<file path="config.mk">
export PLATFORM = sky130hd
export DESIGN_NAME = pixel_plot_sink
export DESIGN_NICKNAME = d
export VERILOG_FILES = /design/src/rtl/pixel_plot_sink.sv
export SDC_FILE = /design/constraint.sdc
export NUM_CORES = 1
export LEC_CHECK = 0
export BUFFER_PORTS_ARGS = -buffer_cell sky130_fd_sc_hd__clkbuf_2
export CAP_MARGIN = 20
export CORE_UTILIZATION = 35
export CTS_CLUSTER_SIZE = 24
export DETAILED_ROUTE_END_ITERATION = 10
export PLACE_DENSITY_LB_ADDON = 0.1
export SLEW_MARGIN = 20
export SYNTH_ARGS = -nofsm -noshare
export SYNTH_HDL_FRONTEND = slang
export SYNTH_SLANG_ARGS = --single-unit
</file>
<file path="constraint.sdc">
create_clock -name clk -period 4.2 [get_ports clk]
set_input_delay 1.05 -clock clk [delete_from_list [all_inputs] [get_ports clk]]
set_output_delay 1.05 -clock clk [all_outputs]
set_load 0.01 [all_outputs]
</file>
<file path="src/rtl/pixel_plot_sink.sv">
// rtl/pixel_plot_sink.sv - sprite pixel sink: FIFO, clipping, framebuffer writes, screen fill
module pixel_plot_sink #(
  parameter int DEPTH    = 4,
  parameter int SCREEN_W = 160,
  parameter int SCREEN_H = 120
) (
  input  logic        clk,
  input  logic        resetn,
  input  logic        in_valid,
  input  logic [7:0]  in_x,
  input  logic [6:0]  in_y,
  input  logic [11:0] in_colour,
  output logic        in_ready,
  input  logic        fill_start,
  input  logic [11:0] fill_colour,
  output logic        fill_done,
  input  logic        mem_grant,
  output logic        mem_we,
  output logic [14:0] mem_addr,
  output logic [11:0] mem_data,
  output logic [7:0]  drop_count,
  output logic        busy
);

  localparam int          AW        = $clog2(DEPTH);
  localparam logic [AW:0] DEPTH_C   = (AW+1)'(DEPTH);
  localparam logic [7:0]  W_LIM     = 8'(SCREEN_W);
  localparam logic [6:0]  H_LIM     = 7'(SCREEN_H);
  localparam logic [14:0] LAST_ADDR = 15'(SCREEN_W * SCREEN_H - 1);

  typedef enum logic [1:0] {S_IDLE, S_STREAM, S_DRAIN, S_FILL} state_t;

  state_t        state_q, state_d;
  logic [26:0]   fifo_mem [DEPTH];
  logic [AW-1:0] wr_ptr_q, rd_ptr_q;
  logic [AW:0]   count_q;
  logic [14:0]   fill_cnt_q;
  logic [11:0]   fill_col_q;
  logic [7:0]    drop_q;
  logic          mem_we_q, fill_done_q;
  logic [14:0]   mem_addr_q;
  logic [11:0]   mem_data_q;

  logic        full, empty, accept, on_screen, push, clip, pop, fill_wr, fill_req, fill_last;
  logic [14:0] pix_addr;

  assign full      = (count_q == DEPTH_C);
  assign empty     = (count_q == '0);
  // A fill request in IDLE wins over a same-cycle pixel, so ready is withdrawn.
  assign in_ready  = resetn && !full && (state_q == S_IDLE || state_q == S_STREAM)
                     && !(state_q == S_IDLE && fill_start);
  assign accept    = in_valid && in_ready;
  assign on_screen = (in_x < W_LIM) && (in_y < H_LIM);
  assign push      = accept && on_screen;
  assign clip      = accept && !on_screen;
  assign pop       = !empty && mem_grant;
  assign fill_wr   = (state_q == S_FILL) && mem_grant;
  assign fill_last = fill_wr && (fill_cnt_q == LAST_ADDR);
  assign fill_req  = fill_start && (state_q == S_IDLE || state_q == S_STREAM);
  assign pix_addr  = ({8'd0, in_y} << 7) + ({8'd0, in_y} << 5) + {7'd0, in_x};

  always_comb begin
    state_d = state_q;
    unique case (state_q)
      S_IDLE: begin
        if (fill_start)  state_d = S_FILL;
        else if (push)   state_d = S_STREAM;
      end
      S_STREAM: begin
        if (fill_start)                                state_d = S_DRAIN;
        else if (pop && !push && count_q == (AW+1)'(1)) state_d = S_IDLE;
      end
      S_DRAIN: begin
        if (empty || (pop && count_q == (AW+1)'(1)))   state_d = S_FILL;
      end
      S_FILL: begin
        if (fill_last)   state_d = S_IDLE;
      end
      default: state_d = S_IDLE;
    endcase
  end

  always_ff @(posedge clk) begin
    if (push) fifo_mem[wr_ptr_q] <= {pix_addr, in_colour};
  end

  always_ff @(posedge clk or negedge resetn) begin
    if (!resetn) begin
      state_q     <= S_IDLE;
      wr_ptr_q    <= '0;
      rd_ptr_q    <= '0;
      count_q     <= '0;
      fill_cnt_q  <= '0;
      fill_col_q  <= '0;
      drop_q      <= '0;
      mem_we_q    <= 1'b0;
      mem_addr_q  <= '0;
      mem_data_q  <= '0;
      fill_done_q <= 1'b0;
    end else begin
      state_q     <= state_d;
      fill_done_q <= fill_last;
      mem_we_q    <= pop || fill_wr;
      if (push) wr_ptr_q <= wr_ptr_q + 1'b1;
      if (pop)  rd_ptr_q <= rd_ptr_q + 1'b1;
      unique case ({push, pop})
        2'b10:   count_q <= count_q + 1'b1;
        2'b01:   count_q <= count_q - 1'b1;
        default: count_q <= count_q;
      endcase
      if (clip && drop_q != 8'hFF) drop_q <= drop_q + 8'd1;
      if (fill_req) fill_col_q <= fill_colour;
      if (state_q != S_FILL) fill_cnt_q <= '0;
      else if (fill_wr)      fill_cnt_q <= fill_cnt_q + 15'd1;
      if (pop) begin
        {mem_addr_q, mem_data_q} <= fifo_mem[rd_ptr_q];
      end else if (fill_wr) begin
        mem_addr_q <= fill_cnt_q;
        mem_data_q <= fill_col_q;
      end
    end
  end

  assign mem_we     = mem_we_q;
  assign mem_addr   = mem_addr_q;
  assign mem_data   = mem_data_q;
  assign drop_count = drop_q;
  assign fill_done  = fill_done_q;
  assign busy       = (state_q != S_IDLE) || mem_we_q;

endmodule
</file>
==> results.md <==
Global routing:
- The via count of the first global-routing pass was approximately 4500.
- Entering global routing, the biggest net connects 74 pins.
- Global routing used about 15% of the available tracks.
- The first global-routing pass estimated between 20000 and 25000 µm of wire.
- The total overflow left after global routing is 0.
- The number of antenna violations at the first check in global routing came to 0.

Finish:
- Compared with the post-synthesis result, the final layout area differs by 18.3%.
- The post-route netlist has 29.0% of its cells at a drive strength greater than 1.
- 0 antenna diodes ended up in the layout.
- The net count reported at finish is ~670.
- The final cell utilization of the core is a little over two fifths.
- Once layout is done, the placed cells without fillers occupy 9180 µm².
- Once layout is complete, the cells apart from fillers number between 800 and 900.
- After filler insertion, the fill cell instance count of the layout stands at 2003.

Timing:
- The transition at the pin with the smallest max-transition slack is just under 1 ns.
- For the final database, setup skew stands at 0.0130 ns.
- The final critical delay including setup and external delays is a little over 3 ns.
- The part of the cycle the worst path needs is approximately 73%.
- Setup repair after global routing left no endpoint under its margin.
- The maximum operating frequency is around 330 MHz.
- The worst hold slack across all endpoints is 0.513 ns.
- The final number of hold-violating endpoints is 0.
- Setup violations remaining at the end of the flow were counted as 0.
- After routing, the total negative slack on setup checks comes to 0 ns.
- Headroom to the max-slew limit came out at 35.3%.
- The total count of max-transition violations in the final report is 0.

Logic synthesis:
- The mapped netlist covers between 7000 and 8000 µm².
- Sorting the synthesized cells by area gives the leading types as sky130_fd_sc_hd__edfxtp_1 42%, sky130_fd_sc_hd__dfrtp_1 24%, sky130_fd_sc_hd__mux4_2 7.8%.
- Summed over its instances, the top area cell type makes up between 40% and 50% of the synthesized netlist area.
- The synthesized netlist contains 45 unique library cells.
- The number of nets in the synthesized netlist is 578.
- In the synthesized netlist, the number of instances is just over 500.
- Counting flops with an async set or reset pin after synthesis yields a share of 40.3%.
- The Yosys step of the flow raised 0 warnings.
- The number of storage elements in the synthesis netlist is about 180.
- The average size of a mapped cell is around 15 µm².
- The most used flip-flop cell after synthesis is sky130_fd_sc_hd__edfxtp_1.
- The biggest area contributor in the post-synthesis netlist is sky130_fd_sc_hd__edfxtp_1.
- The synthesized design contains ~110 enable-type register cells.
- Of the synthesized area, sequential elements account for 65.3%.

Hold path:
- The worst min-delay path category is register to register.

Power:
- The highest ir drop seen on vdd is between 0.2 and 0.25 mV.
- The fraction of power spent switching nets is 30.8%.
- The total power divided by cell area is around 550 nW/µm².
- Cell internal power was estimated by the tool at 3.51 mW.
- The share of power burned in combinational logic is between 20 and 25%.
- The share of total power in sequential cells is 46.0%.
- The standby leakage power is ~3.6 nW.
- The part of the total power dissipated in the clock network is between 30% and 40%.
- For this design the total switching power over the nets is between 1.5 and 2 mW.

Clock tree:
- CTS built an H-tree with a depth of 4.
- The clock tree buffer depth is 2.
- The CTS sink count is roughly 180.
- The post-cts repair resize count is 0.
- Clock tree synthesis inserted a total of 17 buffers.
- TritonCTS built the clock tree.
- The tree is rooted in a sky130_fd_sc_hd__clkbuf_16.
- In this run, post-CTS hold repair placed 0 buffers.
- Post-CTS timing repair inserted 0 buffers for setup.
- Clock-pin slew was measured on the worst setup and hold paths at around 0.07 ns.
- The clock latency reported for the late side of the worst-skew pair is 0.44 ns.

Placed design:
- The total half-perimeter wirelength after legalization and detailed placement is ~11000 µm.
- The placed instance count is roughly 860.
- The final estimated routing congestion in global placement is 0.745.
- Input and output buffers added on the ports amount to 82.
- The placed instance area is about 8600 µm².

Critical path:
- The top fanout value on the critical path is 4.
- The worst setup path is captured at an output pin.
- The count of buffer and inverter cells on the critical path is 2.
- At the worst endpoint, the arrival time is approximately 2.0 ns.
- In this design, the stage delay of the slowest critical-path cell is 0.55 ns.
- The cell with the biggest individual delay on the critical path is sky130_fd_sc_hd__a2111oi_4.
- The startpoint type of the worst setup path is a register.
- The critical path is of the register to output pin type.
- For the worst setup path, the data required time is 3.15 ns.
- Walking the worst path, the cells encountered are inv_1 -> ha_1 -> a2111oi_4 -> clkbuf_2.
- Among cell families on the critical path, the largest total delay comes from compound AO/OA/AOI/OAI gates.

Routing:
- The via density per instance is 4.88.
- The routed length per placed instance is about 18 µm.
- Across all layers, the routed design uses between 4000 and 5000 vias.
- The detailed-routing iteration count for the pre-antenna-repair pass is 7.
- The DRC violation total after the first TritonRoute iteration is 203.
- The final layout contains routed wiring with a total length of about 16000 µm.
- The remaining design rule violation count is 1.
- The number of antenna-violating nets in the routed design is 0.

Floorplanning:
- The number of top-level design ports is between 80 and 90.
- The number of placement rows is 54.
- The width of the chip is roughly 150 µm.
- The starting density of the core is roughly 36%.
- The die is 151 µm tall.
- The core outline area is 21800 µm².
- The die covers approximately 23000 µm².

Run status:
- The final reports fail on DRC.
- The run finished, with violations left.

Job:
- The number of maximum-capacitance constraint violations is 0.
[flip-flops by register name (all words and copies together) (netlist names), 2 cells and up]
signal	count
fill_cnt_q	15
wr_ptr_q	2
drop_count	8
count_q	3
mem_addr	15
mem_data	12
rd_ptr_q	2
fill_col_q	12
state_q	2
fifo_mem	108
[synth_stat cells (2+ instances only)]
| cell | n |
|---|---|
| sky130_fd_sc_hd__mux4_2 | 27 |
| sky130_fd_sc_hd__and3_1 | 3 |
| sky130_fd_sc_hd__xnor2_1 | 13 |
| sky130_fd_sc_hd__or3_2 | 2 |
| sky130_fd_sc_hd__inv_1 | 11 |
| sky130_fd_sc_hd__mux2_2 | 15 |
| sky130_fd_sc_hd__nand2b_1 | 3 |
| sky130_fd_sc_hd__nand4_1 | 8 |
| sky130_fd_sc_hd__edfxtp_1 | 108 |
| sky130_fd_sc_hd__nor2_1 | 23 |
| sky130_fd_sc_hd__xor2_1 | 13 |
| sky130_fd_sc_hd__nand3_1 | 7 |
| sky130_fd_sc_hd__nor2b_1 | 3 |
| sky130_fd_sc_hd__nor4_1 | 2 |
| sky130_fd_sc_hd__fa_1 | 2 |
| sky130_fd_sc_hd__o21ai_0 | 38 |
| sky130_fd_sc_hd__clkbuf_1 | 7 |
| sky130_fd_sc_hd__a21oi_1 | 6 |
| sky130_fd_sc_hd__a211oi_1 | 2 |
| sky130_fd_sc_hd__nand2_1 | 44 |
| sky130_fd_sc_hd__ha_1 | 24 |
| sky130_fd_sc_hd__or3_1 | 2 |
| sky130_fd_sc_hd__buf_2 | 12 |
| sky130_fd_sc_hd__a31oi_1 | 3 |
| sky130_fd_sc_hd__and2_1 | 4 |
| sky130_fd_sc_hd__o21a_1 | 2 |
| sky130_fd_sc_hd__dfrtp_1 | 73 |
| sky130_fd_sc_hd__mux2i_1 | 29 |
| sky130_fd_sc_hd__nor3_1 | 6 |
[layout make-up]
class                   instances  area, µm²  share of cell area, %
well taps                     280        350                   3.82
inverters                      11       41.3                  0.450
repair buffers                 91        531                   5.78
clock inverters                15        200                   2.18
multi-input cells             295       2560                   27.9
flip-flops and latches        181       5070                   55.2
clock buffers                  17        425                   4.63
[path summary, 6_finish.rpt]
path / start / end / slack [ns] / cells after the start
worst max-delay path: count_q[0]$_DFFE_PN0P_ / in_ready / 1.13 / 4
worst min-delay path: fill_col_q[8]$_DFFE_PN0P_ / fill_col_q[8]$_DFFE_PN0P_ / 0.51 / 1
worst max register to register: count_q[0]$_DFFE_PN0P_ / fifo_mem[3][9]$_DFFE_PP_ / 1.51 / 6
worst min register to register: fill_col_q[8]$_DFFE_PN0P_ / fill_col_q[8]$_DFFE_PN0P_ / 0.51 / 1
max in group asynchronous: resetn / rd_ptr_q[0]$_DFFE_PN0P_ / 2.65 / 2
min in group asynchronous: resetn / fill_col_q[3]$_DFFE_PN0P_ / 0.86 / 2
[per-stage QoR]
step	total power, mW	setup WS [ns]
floorplan	3.07	1.08
global placement	3.50	1.07
detailed placement	3.51	0.988
CTS	5.15	1.10
global route	5.37	1.03
finish	5.07	1.13
[cells in the final DEF (no fill, tap or decap), types with 8 or more instances in the layout]
master                      count
sky130_fd_sc_hd__clkbuf_2      81
sky130_fd_sc_hd__dfrtp_1       72
sky130_fd_sc_hd__nand4_1        8
sky130_fd_sc_hd__mux2i_1       29
sky130_fd_sc_hd__edfxtp_1     108
sky130_fd_sc_hd__inv_1         11
sky130_fd_sc_hd__clkbuf_16     17
sky130_fd_sc_hd__mux4_2        27
sky130_fd_sc_hd__nand2_1       44
sky130_fd_sc_hd__mux2_2        15
sky130_fd_sc_hd__o21ai_0       38
sky130_fd_sc_hd__xnor2_1       13
sky130_fd_sc_hd__nor2_1        23
sky130_fd_sc_hd__ha_1          24
sky130_fd_sc_hd__xor2_1        13
[cell families after synthesis]
kind of cell	Yosys count	share of synthesized area [%]
AO/OA/AOI/OAI	58	4.40
XOR/XNOR	26	2.93
buffers and inverters	32	1.89
adder cells (fa/ha/maj)	26	4.38
multiplexers	71	13.7
flip-flops	181	65.3
AND/OR/NAND/NOR	114	7.35
[power by group through the flow]
stage          combinational [mW]  sequential, mW  clock, mW
2_1_floorplan               0.747            2.32          0
3_3_place_gp                 1.12            2.38          0
3_5_place_dp                 1.13            2.39          0
4_1_cts                      1.13            2.35       1.67
5_1_grt                      1.24            2.38       1.74
6_report                     1.11            2.34       1.63
[metal layers]
metal,global-route usage (%),wire length [µm]
met5,0,0
met4,4.05,149
met3,3.64,566
met2,22.0,7060
met1,21.6,7820
Note: power is estimated with default switching activity, not from simulation.
